### src/rtl/ring_init_controller.sv
`default_nettype none
// ============================================================================
// Module   : ring_init_controller
// Purpose  : Clocked supervisor for a single-rail NCL pipeline ring. Drives the
//            ring init pulse, watches synchronized stage outputs, counts token
//            circulations, measures the circulation period and re-initialises
//            a stalled ring a bounded number of times before reporting a fault.
// Revision : 1.0 - initial release
// ============================================================================
module ring_init_controller #(
   parameter int STAGES      = 4,
   parameter int INIT_CYCLES = 20,
   parameter int TIMEOUT     = 255,
   parameter int MAX_RETRY   = 3,
   parameter int CNT_W       = 16
) (
   input  logic              clk,
   input  logic              init_n,
   input  logic              start,
   input  logic              stop,
   input  logic [STAGES-1:0] ring_state,
   output logic              ring_init,
   output logic              running,
   output logic              fault,
   output logic [7:0]        retries,
   output logic [CNT_W-1:0]  token_count,
   output logic [CNT_W-1:0]  period
);

   // Watchdog holds 0..TIMEOUT-1, init counter holds 0..INIT_CYCLES-1.
   localparam int WD_W = (TIMEOUT     < 2) ? 1 : $clog2(TIMEOUT);
   localparam int IC_W = (INIT_CYCLES < 2) ? 1 : $clog2(INIT_CYCLES);

   localparam logic [WD_W-1:0]  C_WD_LAST   = WD_W'(TIMEOUT - 1);
   localparam logic [IC_W-1:0]  C_IC_LOAD   = IC_W'(INIT_CYCLES - 1);
   localparam logic [7:0]       C_RETRY_MAX = 8'(MAX_RETRY);
   localparam logic [CNT_W-1:0] C_CNT_MAX   = '1;

   typedef enum logic [1:0] {
      ST_IDLE  = 2'd0,
      ST_INIT  = 2'd1,
      ST_RUN   = 2'd2,
      ST_FAULT = 2'd3
   } state_t;

   // Synchronizer chain plus one delayed copy for edge detection
   logic [STAGES-1:0] sync1_q, sync2_q, sync3_q;

   state_t            state_q,   state_d;
   logic [IC_W-1:0]   ic_q,      ic_d;       // remaining INIT cycles
   logic [WD_W-1:0]   wd_q,      wd_d;       // cycles without any ring change
   logic [CNT_W-1:0]  pc_q,      pc_d;       // cycles since last counted edge
   logic              seen_q,    seen_d;     // an edge already counted in this RUN
   logic [7:0]        retries_q, retries_d;
   logic [CNT_W-1:0]  tok_q,     tok_d;
   logic [CNT_W-1:0]  per_q,     per_d;

   logic w_change;
   logic w_rise;

   assign w_change = |(sync2_q ^ sync3_q);
   assign w_rise   = sync2_q[0] & ~sync3_q[0];

   // Two-flop synchronizer per ring bit, third flop gives the delayed copy
   always_ff @(posedge clk or negedge init_n) begin
      if (!init_n) begin
         sync1_q <= '0;
         sync2_q <= '0;
         sync3_q <= '0;
      end else begin
         sync1_q <= ring_state;
         sync2_q <= sync1_q;
         sync3_q <= sync2_q;
      end
   end

   // Controller state and counter registers
   always_ff @(posedge clk or negedge init_n) begin
      if (!init_n) begin
         state_q   <= ST_IDLE;
         ic_q      <= '0;
         wd_q      <= '0;
         pc_q      <= '0;
         seen_q    <= 1'b0;
         retries_q <= '0;
         tok_q     <= '0;
         per_q     <= '0;
      end else begin
         state_q   <= state_d;
         ic_q      <= ic_d;
         wd_q      <= wd_d;
         pc_q      <= pc_d;
         seen_q    <= seen_d;
         retries_q <= retries_d;
         tok_q     <= tok_d;
         per_q     <= per_d;
      end
   end

   // Next-state logic: stop overrides everything, counters move only in RUN
   always_comb begin
      state_d   = state_q;
      ic_d      = ic_q;
      wd_d      = wd_q;
      pc_d      = pc_q;
      seen_d    = seen_q;
      retries_d = retries_q;
      tok_d     = tok_q;
      per_d     = per_q;

      if (stop) begin
         state_d = ST_IDLE;
      end else begin
         case (state_q)
            ST_IDLE, ST_FAULT: begin
               if (start) begin
                  state_d   = ST_INIT;
                  ic_d      = C_IC_LOAD;
                  retries_d = '0;
                  tok_d     = '0;
                  per_d     = '0;
               end
            end
            ST_INIT: begin
               if (ic_q == '0) begin
                  state_d = ST_RUN;
                  wd_d    = '0;
                  pc_d    = '0;
                  seen_d  = 1'b0;
               end else begin
                  ic_d = ic_q - 1'b1;
               end
            end
            ST_RUN: begin
               if (pc_q != C_CNT_MAX) begin
                  pc_d = pc_q + 1'b1;
               end
               if (w_rise) begin
                  if (tok_q != C_CNT_MAX) begin
                     tok_d = tok_q + 1'b1;
                  end
                  // First edge after entering RUN has no valid reference point
                  if (seen_q) begin
                     per_d = (pc_q == C_CNT_MAX) ? C_CNT_MAX : pc_q + 1'b1;
                  end
                  pc_d   = '0;
                  seen_d = 1'b1;
               end
               // Any change (including an edge) pre-empts a stall this cycle
               if (w_change) begin
                  wd_d = '0;
               end else if (wd_q == C_WD_LAST) begin
                  if (retries_q < C_RETRY_MAX) begin
                     retries_d = retries_q + 8'd1;
                     state_d   = ST_INIT;
                     ic_d      = C_IC_LOAD;
                  end else begin
                     state_d = ST_FAULT;
                  end
               end else begin
                  wd_d = wd_q + 1'b1;
               end
            end
            default: state_d = ST_IDLE;
         endcase
      end
   end

   // Ring is held in init whenever the controller is not running it
   assign ring_init   = (state_q != ST_RUN);
   assign running     = (state_q == ST_RUN);
   assign fault       = (state_q == ST_FAULT);
   assign retries     = retries_q;
   assign token_count = tok_q;
   assign period      = per_q;

endmodule
`default_nettype wire

### config.mk
export PLATFORM = sky130hd
export DESIGN_NAME = ring_init_controller
export DESIGN_NICKNAME = d
export VERILOG_FILES = /design/src/rtl/ring_init_controller.sv
export SDC_FILE = /design/constraint.sdc
export NUM_CORES = 1
export LEC_CHECK = 0
export ABC_AREA = 1
export CORE_MARGIN = 3
export CORE_UTILIZATION = 45
export CTS_BUF_LIST = sky130_fd_sc_hd__clkbuf_8
export DETAILED_ROUTE_END_ITERATION = 10
export PLACE_DENSITY = 0.66
export SLEW_MARGIN = 0
export SYNTH_ARGS = -nofsm -noshare
export SYNTH_HDL_FRONTEND = slang
export SYNTH_SLANG_ARGS = --single-unit
export TNS_END_PERCENT = 100
### constraint.sdc
create_clock -name clk -period 3.8 [get_ports clk]
set_clock_uncertainty 0.15 [all_clocks]
set_input_delay 0.76 -clock clk [delete_from_list [all_inputs] [get_ports clk]]
set_output_delay 0.76 -clock clk [all_outputs]
set_load 0.05 [all_outputs]
==> flow_summary.toml <==
[cts]
clock_latency_ns = 0.36
cts_max_level = 3
cts_tree = "done"
clk_path_buf_depth = 2
cts_setup_buffers = 0
cts_root_buf = "clkbuf_8"
ctsHoldBuffers = 0
cts_buffers = 9
clk_pin_slew_ns = 0.10
ctsResizeCount = 0
clock_sinks = 84

[logic_synthesis]
syn_nets = 621
syn_avg_cell_area_um2 = 7.53
post-synth-top-area-cell = "dfrtp_1"
synth.distinct_cells = 35
ys.flop_type = "dfrtp_1"
synth_cells = 602
syn_area_mm2 = 0.00453
postSynth.asyncResetShare_pct = 100
ys_seq_area_share_pct = 46.4
synth_warnings = 0
synth-edff-count = 0
synth-seq-cells = 84
synth_top_area_share_pct = 46.4
synth_area_leaders = "dfrtp_1 46%, nand2_1 20%, nor2_1 5.3%"

[final_layout]
drive_above_1_share_pct = 6.48
final_cell_mix = "244 x nand2_1, 84 x dfrtp_1, 64 x nor2_1"
area_growth_pct = 18.5
finalNetCount = 678
fillerInstances = 955
utilization_pct = 56.5
antenna_cells = 0
layout_commonest_cell = "nand2_1"

[sta]
drv_slew = 0
worstMarginPinSlew_ns = 0.745
relSlewSlack_pct = 50.1
rsz0062_at_grt = "false"
setup_viol_count_final = 0
hold_viol_final = 0
finalSetupTns_ns = 0
clock.fmax_ghz = 0.322
fin_crit_ns = 3.11
finalCritPeriodShare_pct = 81.8

[hold_path]
min_path_cells = 0
hold_end = "sync2_q[2]$_DFF_PN0_"
hp-class = "reg -> reg"
worstHoldStart = "sync1_q[2]$_DFF_PN0_"

[die]
die_h_um = 106
fp.dieW_um = 106
die-area_mm2 = 0.0113
io_pins = 51
start_util_pct = 47.7
row_count = 35
core_mm2 = 0.00950

[grt]
antenna_found_initial = 0
grt_util_met1_pct = 26.4
grt_max_degree = 42
use_met3_pct = 3.89
first_global_vias = 3648
grt_overflow = 0
gr-usage-all-layers_pct = 18.7
use_met2_pct = 29.7
grt_pass1_wl_um = 17300
busiest_layer = "met2"

[power_and_ir_drop]
power.share.sequential_pct = 46.4
ir_drop_mv = 0.250
p_comb_share_pct = 23.8
p_total_mw = 2.13
switchingPower_mw = 0.774
p_per_area_mw_per_mm2 = 397
power_leakage_nw = 2.71
clock_power_share_pct = 29.8
p_int_mw = 1.36
p_sw_share_pct = 36.3

[route]
vias = 3873
drc = 0
drtIter0Drc = 166
post_drt_wl_per_cell_um = 12.4
drtPass1Iterations = 5
vias_per_cell = 4.88
ant_nets = 0
routed_wl_um = 9870

[placement]
routabilityCongestion = 0.847
io_buffers = 50
dp_hpwl_um = 7220

[setup_path]
critPathSlowestCell = "clkdlybuf4s50_1"
r2r_setup_slack_ns = 1.40
end_kind = "output port"
crit_top_cell = "inv_1"
reg2reg_depth = 10
critPathMaxStageDelay_ns = 0.81
critPathMaxFanout = 13
critPathArrivalTime_ns = 2.20
critPathKind = "reg -> out"
critical_path_buf_inv_count = 4
r2r-start = "state_q[0]$_DFFE_PN0P_"
required_ns = 2.89
rr_endpoint = "period[9]$_DFFE_PN0P_"
crit_family = "buffers and inverters"
start_kind = "register"
crit_chain = "inv_1 -> ha_1 -> buf_4 -> inv_1 -> clkdlybuf4s50_1"

[job]
cap_violations = 0

[status]
outcome = "complete, no violations"
-- cell families after synthesis --
family	count (synthesis)	share of synthesized area (%)
AND/OR/NAND/NOR	376	35.2
flip-flops	84	46.4
buffers and inverters	74	6.68
AO/OA/AOI/OAI	36	4.67
XOR/XNOR	21	4.06
adder cells (fa/ha/maj)	11	3.04
-- synth_stat cells, types with 2 or more instances --
| library cell | number |
|---|---|
| o21ai_1 | 3 |
| nand2_1 | 244 |
| buf_4 | 2 |
| nor2_1 | 64 |
| nand3_1 | 30 |
| xor2_1 | 11 |
| o21ai_2 | 2 |
| buf_2 | 4 |
| xnor2_1 | 10 |
| nand2_2 | 3 |
| nand3_2 | 2 |
| inv_2 | 2 |
| inv_1 | 63 |
| nand4_1 | 14 |
| dfrtp_1 | 84 |
| nor3_1 | 7 |
| nand3b_1 | 2 |
| nor2_2 | 4 |
| o21ai_0 | 25 |
| ha_1 | 11 |
-- power by group through the flow --
stage | Clock (mW) | Combinational [mW] | Sequential (mW)
5_1_grt | 0.689 | 0.582 | 1.00
6_report | 0.636 | 0.509 | 0.990
4_1_cts | 0.662 | 0.515 | 0.991
2_1_floorplan | 0 | 0.369 | 1.02
3_5_place_dp | 0 | 0.511 | 1.01
3_3_place_gp | 0 | 0.503 | 1.01
-- layer usage --
metal / wire [µm] / vias to the layer above
met2: 4530 / 86
met5: 0 / -
met4: 99 / 0
met3: 446 / 9
met1: 4800 / 1789
li1: - / 1989
-- registers in the layout, indices dropped and copies added (netlist names) --
name         count
state_q          2
seen_q           1
pc_q            16
retries          8
wd_q             8
sync2_q          4
token_count     16
sync3_q          4
period          16
ic_q             5
sync1_q          4
-- worst max path at each step --
| stage | cells past startpoint | slack (ns) | from | endpoint |
|---|---|---|---|---|
| after floorplan | 4 | 1.20 | state_q[0]$_DFFE_PN0P_ | ring_init |
| after global placement | 5 | 1.11 | state_q[0]$_DFFE_PN0P_ | ring_init |
| after detailed placement | 5 | 1.07 | state_q[0]$_DFFE_PN0P_ | ring_init |
| after CTS | 5 | 0.67 | state_q[0]$_DFFE_PN0P_ | ring_init |
| after global routing | 5 | 0.56 | state_q[0]$_DFFE_PN0P_ | ring_init |
| final | 5 | 0.69 | state_q[0]$_DFFE_PN0P_ | ring_init |
-- cell type report --
cell class	instances	area (µm²)	area share, %
inverters	66	253	4.71
clock buffers	9	124	2.31
multi-input cells	444	2130	39.6
clock inverters	7	76.3	1.42
flip-flops and latches	84	2100	39.1
well taps	129	161	3.01
repair buffers	54	528	9.83
-- per-stage QoR --
stage | cells | area [µm²] | hold WS, ns | worst slack, ns
after floorplan | 602 | 4530 | 0.181 | 1.20
after global placement | 777 | 5170 | 0.186 | 1.11
after detailed placement | 777 | 5170 | 0.185 | 1.07
after CTS | 793 | 5370 | 0.210 | 0.666
after global routing | 793 | 5370 | 0.227 | 0.556
final | 793 | 5370 | 0.208 | 0.691
Note: power is estimated with default switching activity, not from simulation.
